--- src/rtl/platform_scroller.sv ---
// platform_scroller: scrolls the game platforms, respawns those leaving the bottom, reports doodle landings
// Optional feature: define PLAT_DRIFT_EN to make odd-index platforms drift horizontally.
// Ports:
//   Clk, Reset            clock and synchronous active-high reset
//   Frame_tick            start-of-blanking pulse; starts one update pass when idle
//   Scroll, Scroll_amt    scroll request and pixel amount, latched on Frame_tick
//   Falling               doodle descending, latched on Frame_tick
//   Doodle_x, Doodle_y    doodle feet point, latched on Frame_tick
//   hCount, vCount        current VGA pixel
//   Hit                   one-cycle landing pulse at the end of a pass
//   Busy                  update pass in progress
//   Respawns              saturating count of respawned platforms
//   Pixel_on              previous cycle's pixel lies on a platform
module platform_scroller #(
   parameter int          NUM_PLAT = 4,
   parameter int          H_RES    = 640,
   parameter int          V_RES    = 480,
   parameter int          PLAT_W   = 40,
   parameter int          PLAT_H   = 8,
   parameter logic [15:0] SEED     = 16'hACE1
) (
   input  logic       Clk,
   input  logic       Reset,
   input  logic       Frame_tick,
   input  logic       Scroll,
   input  logic [3:0] Scroll_amt,
   input  logic       Falling,
   input  logic [9:0] Doodle_x,
   input  logic [9:0] Doodle_y,
   input  logic [9:0] hCount,
   input  logic [9:0] vCount,
   output logic       Hit,
   output logic       Busy,
   output logic [7:0] Respawns,
   output logic       Pixel_on
);
   localparam int IW    = $clog2(NUM_PLAT);
   localparam int X_MAX = H_RES - PLAT_W;
   typedef enum logic [1:0] {IDLE, UPDATE, COLLIDE, REPORT} state_t;
   state_t        state, state_n;
   logic [IW-1:0] idx;
   logic [9:0]    px [NUM_PLAT];
   logic [9:0]    py [NUM_PLAT];
   logic [15:0]   lfsr, lfsr_n;
   logic          s_scroll, s_fall, hit_flag, last, wrap, on_x, on_y, pix_n;
   logic [3:0]    s_amt;
   logic [9:0]    s_dx, s_dy, rnd, new_x, drift_x;
   logic [10:0]   ny;

   assign last   = idx == IW'(NUM_PLAT - 1);
   assign ny     = {1'b0, py[idx]} + (s_scroll ? {7'b0, s_amt} : 11'd0);
   assign wrap   = ny >= 11'(V_RES);
   assign rnd    = lfsr[9:0];
   // fold out-of-range LFSR values back into the legal column range
   assign new_x  = rnd < 10'(X_MAX) ? rnd : rnd - 10'(X_MAX);
   assign lfsr_n = {1'b0, lfsr[15:1]} ^ (lfsr[0] ? 16'hB400 : 16'h0000);
   assign on_x   = s_dx >= px[idx] && {1'b0, s_dx} <= {1'b0, px[idx]} + 11'(PLAT_W - 1);
   assign on_y   = s_dy >= py[idx] && {1'b0, s_dy} <= {1'b0, py[idx]} + 11'(PLAT_H - 1);
   assign Busy   = state != IDLE;
   assign Hit    = state == REPORT && hit_flag;

`ifdef PLAT_DRIFT_EN
   logic [NUM_PLAT-1:0] dir;
   logic                at_edge;
   assign at_edge = dir[idx] ? px[idx] == 10'd0 : px[idx] == 10'(X_MAX);
   // at an edge the platform holds position for the reversal visit
   assign drift_x = (!idx[0] || at_edge) ? px[idx] : dir[idx] ? px[idx] - 10'd1 : px[idx] + 10'd1;
   always_ff @(posedge Clk)
      if (Reset)
         dir <= '0;
      else if (state == UPDATE && idx[0] && at_edge && !wrap)
         dir[idx] <= ~dir[idx];
`else
   assign drift_x = px[idx];
`endif

   always_ff @(posedge Clk)
      state <= Reset ? IDLE : state_n;

   always_comb begin
      state_n = state;
      state_n = state == IDLE    ? (Frame_tick ? UPDATE : IDLE) :
                state == UPDATE  ? (last ? COLLIDE : UPDATE) :
                state == COLLIDE ? (last ? REPORT : COLLIDE) : IDLE;
   end

   always_comb begin
      pix_n = 1'b0;
      for (int i = 0; i < NUM_PLAT; i++)
         pix_n = pix_n | (hCount >= px[i] && {1'b0, hCount} <= {1'b0, px[i]} + 11'(PLAT_W - 1) &&
                          vCount >= py[i] && {1'b0, vCount} <= {1'b0, py[i]} + 11'(PLAT_H - 1));
   end

   always_ff @(posedge Clk) begin
      if (Reset) begin
         for (int i = 0; i < NUM_PLAT; i++) begin
            px[i] <= 10'(H_RES / 2 - PLAT_W / 2);
            py[i] <= 10'(i * (V_RES / NUM_PLAT) + V_RES / (2 * NUM_PLAT));
         end
         lfsr     <= SEED;
         idx      <= '0;
         hit_flag <= 1'b0;
         s_scroll <= 1'b0;
         s_fall   <= 1'b0;
         s_amt    <= '0;
         s_dx     <= '0;
         s_dy     <= '0;
         Respawns <= '0;
         Pixel_on <= 1'b0;
      end else begin
         Pixel_on <= pix_n;
         if (state == IDLE && Frame_tick) begin
            s_scroll <= Scroll;
            s_amt    <= Scroll_amt;
            s_fall   <= Falling;
            s_dx     <= Doodle_x;
            s_dy     <= Doodle_y;
            idx      <= '0;
            hit_flag <= 1'b0;
         end
         if (state == UPDATE) begin
            py[idx] <= wrap ? 10'(ny - 11'(V_RES)) : ny[9:0];
            px[idx] <= wrap ? new_x : drift_x;
            if (wrap) begin
               lfsr <= lfsr_n;
               if (Respawns != 8'hFF)
                  Respawns <= Respawns + 8'd1;
            end
         end
         if (state == COLLIDE && s_fall && on_x && on_y)
            hit_flag <= 1'b1;
         if (state == UPDATE || state == COLLIDE)
            idx <= last ? '0 : idx + IW'(1);
      end
   end
endmodule

--- config.mk ---
export PLATFORM = sky130hd
export DESIGN_NAME = platform_scroller
export DESIGN_NICKNAME = d
export VERILOG_FILES = /design/src/rtl/platform_scroller.sv
export SDC_FILE = /design/constraint.sdc
export NUM_CORES = 1
export LEC_CHECK = 0
export CAP_MARGIN = 0
export CORE_ASPECT_RATIO = 0.5
export CORE_MARGIN = 2
export CORE_UTILIZATION = 35
export CTS_BUF_LIST = sky130_fd_sc_hd__clkbuf_8
export CTS_CLUSTER_SIZE = 8
export DETAILED_ROUTE_END_ITERATION = 6
export HOLD_SLACK_MARGIN = 0.03
export PLACE_DENSITY = 0.57
export RECOVER_POWER = 100
export SLEW_MARGIN = 10
export SYNTH_ARGS = -nofsm -noshare
export SYNTH_HDL_FRONTEND = slang
export SYNTH_SLANG_ARGS = --single-unit
--- constraint.sdc ---
create_clock -name Clk -period 10 [get_ports Clk]
set_input_delay 2.5 -clock Clk [delete_from_list [all_inputs] [get_ports Clk]]
set_output_delay 2.5 -clock Clk [all_outputs]
set_load 0.01 [all_outputs]
==> impl_metrics.toml <==
[clock_tree]
cts_buffers = 17
root_buffer = "clkbuf_8"
htree_levels = 4
clk_latency_ps = 450
hold_buffers = 0
post_cts_resize_count = 0
cts_setup_buffers = 0
clk_pin_slew_ps = 80
clk_path_buf_depth = 2
clock-sinks = 138
cts_tree = "yes"

[place]
place_hpwl_um = 27400
dpl_cell_area_um2 = 13400
port_buffers = 59
dpl_worst_slack_ps = 4720
gp_congestion = 0.915

[final_layout]
nNetsFinal = 1660
stdcell_area_um2 = 13700
areaGrowthSynthToFinish_pct = 11.4
final_core_utilization = 0.397
drive_gt1_frac = 0.0571
n_fill_cell = 3371
layout_commonest_cell = "ha_1"
diodes = 0
mostFrequentLayoutCells = "222 x ha_1, 138 x nand2_1, 119 x inv_1, 92 x xnor2_1, 91 x a21oi_1"

[logic_synthesis]
yosys_warnings = 0
synth_cells = 1336
async_flop_share = 0
netlist_area_um2 = 12300
syn_nets = 1608
synth-seq-cells = 138
synth_edf_count = 80
yosysSeqAreaShare = 0.290
synthFlopType = "edfxtp_1"
synth.distinct_cells = 73
syn_avg_cell_area_um2 = 9.21

[floorplanning]
core_area_um2 = 34500
die_h_um = 137
initial_utilization = 0.356
rows = 48
die_w_um = 269
die_area_um2 = 36800
io_pins = 60

[timing]
rsz0062_at_grt = "no"
min_period_ps = 6480
tns_ps = 0
fmax_mhz = 154
slew_headroom = -1.05
fin_crit_sh = 0.648
setup_viol = 0
tightest_slew_ps = 3080
setup_ws_ps = 3520
skew_ps = 19.0
finalMaxSlewViolations = 71
hold_viol_final = 0

[worst_hold_path]
hold_path_end = "s_dy[0]"
hold_path.class = "reg -> reg"
worstHoldStart = "s_dy[0]"
min_path_cells = 2

[setup_path]
endpoint_kind = "flip-flop"
r2r-end = "lfsr[5]"
reg2regPathDepth = 13
rrSetupSlack_ps = 5580
crit_fanout = 70
start_kind = "primary input"
cp_data_arrival_time_ps = 6470
cp.required_ps = 9990
critPathKind = "in -> reg"

[run]
maxCapViolCount = 1

[power]
p_int_w = 0.000990
power_frac_seq = 0.443
vdd.ir_drop.worst_uv = 74.4
p_sw_w = 0.000483
comb_power_share = 0.262
leakagePower_nw = 5.83
switching_share = 0.328
clkPwrFrac = 0.295
p_per_area_nw_per_um2 = 107

[detailed_routing]
post-route-drc-count = 0
dr_total_vias = 10100
avgViaCountPerCell = 5.39
dr.pass1.iters = 5
ant_nets = 0
drt_iter0_drc = 795
routed_wirelength_um = 33900
wire_per_inst_um = 18.1

[grt]
globalRouteTotalUtil = 0.186
first_global_vias = 9930
antenna_found_initial = 0
grt_pass1_wl_um = 53400
grt_max_degree = 71
grt-ovfl-total = 0

[status]
violations = "capacitance limit, slew limit"
status = "finished with violations"
how the worst max path moves through the flow:
stage	from	slack [ps]	endpoint
after global placement	vCount[6]	4840	Pixel_on
final	Reset	3520	px[0][5]
after floorplan	vCount[1]	5840	Pixel_on
after detailed placement	Reset	4720	px[0][5]
after CTS	Reset	5200	py[0][3]
after global routing	Reset	3070	py[0][0]
metal layers:
layer / track usage / wire, um / part of all wire / up-vias
met1: 0.263 / 16000 / 0.47 / 4868
met2: 0.299 / 15100 / 0.45 / 299
met5: 0 / 0 / 0 / -
met3: 0.0249 / 2360 / 0.070 / 25
li1: - / - / - / 4927
met4: 0.0487 / 438 / 0.013 / 0
registers in the layout, indices dropped and copies added (netlist names), 2 cells and up, named ones only:
name,flops
Respawns,8
idx,2
lfsr,16
px,40
py,40
s_amt,4
s_dx,10
s_dy,10
state,2
power groups by stage:
stage / combinational (W) / sequential [W] / clock [W]
finish: 0.000387 / 0.000652 / 0.000435
global route: 0.000435 / 0.000655 / 0.000466
CTS: 0.000388 / 0.000651 / 0.000443
detailed placement: 0.000385 / 0.000664 / 0
global placement: 0.000371 / 0.000663 / 0
floorplan: 0.000274 / 0.000650 / 0
stage by stage:
step / hold WS [ps] / power, W / cells
after floorplan: 432 / 0.000924 / 1336
after global placement: 442 / 0.00103 / 1844
after detailed placement: 448 / 0.00105 / 1844
after CTS: 460 / 0.00148 / 1876
after global routing: 479 / 0.00156 / 1876
final: 462 / 0.00147 / 1876
cells in the mapped netlist, types with 3 or more instances:
cell / instances / area [um2]
a2111oi_0: 9 / 78.8
a211o_1: 11 / 96.3
a211oi_1: 11 / 82.6
a21boi_0: 8 / 60.1
a21o_1: 18 / 135
a21oi_1: 91 / 455
a31oi_1: 9 / 56.3
a41o_1: 3 / 30.0
and2_1: 17 / 106
and3_1: 14 / 87.6
buf_1: 5 / 18.8
buf_6: 4 / 45.0
clkbuf_1: 18 / 67.6
dfxtp_1: 58 / 1160
edfxtp_1: 80 / 2400
ha_1: 222 / 2780
inv_1: 118 / 443
inv_2: 3 / 11.3
mux2i_1: 12 / 120
mux2i_2: 8 / 110
mux4_2: 19 / 428
nand2_1: 138 / 518
nand2b_1: 24 / 150
nand3_1: 25 / 125
nand4_1: 28 / 175
nor2_1: 90 / 338
nor2b_1: 22 / 138
nor3_1: 26 / 130
nor4_1: 3 / 18.8
o2111ai_1: 3 / 26.3
o211ai_1: 12 / 90.1
o21a_1: 17 / 128
o21ai_0: 47 / 235
o22ai_1: 4 / 25.0
o31ai_1: 3 / 22.5
or3_1: 11 / 68.8
xnor2_1: 92 / 806
xor2_1: 4 / 35.0
kinds of logic after synthesis:
| family | count (synthesis) | share of synthesized area |
|---|---|---|
| xor+xnor | 96 | 0.0683 |
| mux | 43 | 0.0590 |
| compound gates | 273 | 0.146 |
| fa+ha+maj | 223 | 0.227 |
| buf+inv | 151 | 0.0502 |
| simple gates | 412 | 0.160 |
| flops | 138 | 0.290 |
final cells by class:
class	instances	area [um2]	share of cell area
inverter	121	454	0.0331
clock inverter	15	140	0.0102
timing repair buffer	63	612	0.0446
sequential	138	3560	0.260
tap	475	594	0.0433
clock buffer	17	234	0.0171
multi-input combinational	1047	8110	0.592
worst max-delay path: stages:
cell and delay, ps:
buf_2 70, clkbuf_1 2170, nand2b_1 640, or3_1 430, nand2b_1 620
Power figures use the tool's default switching activity.
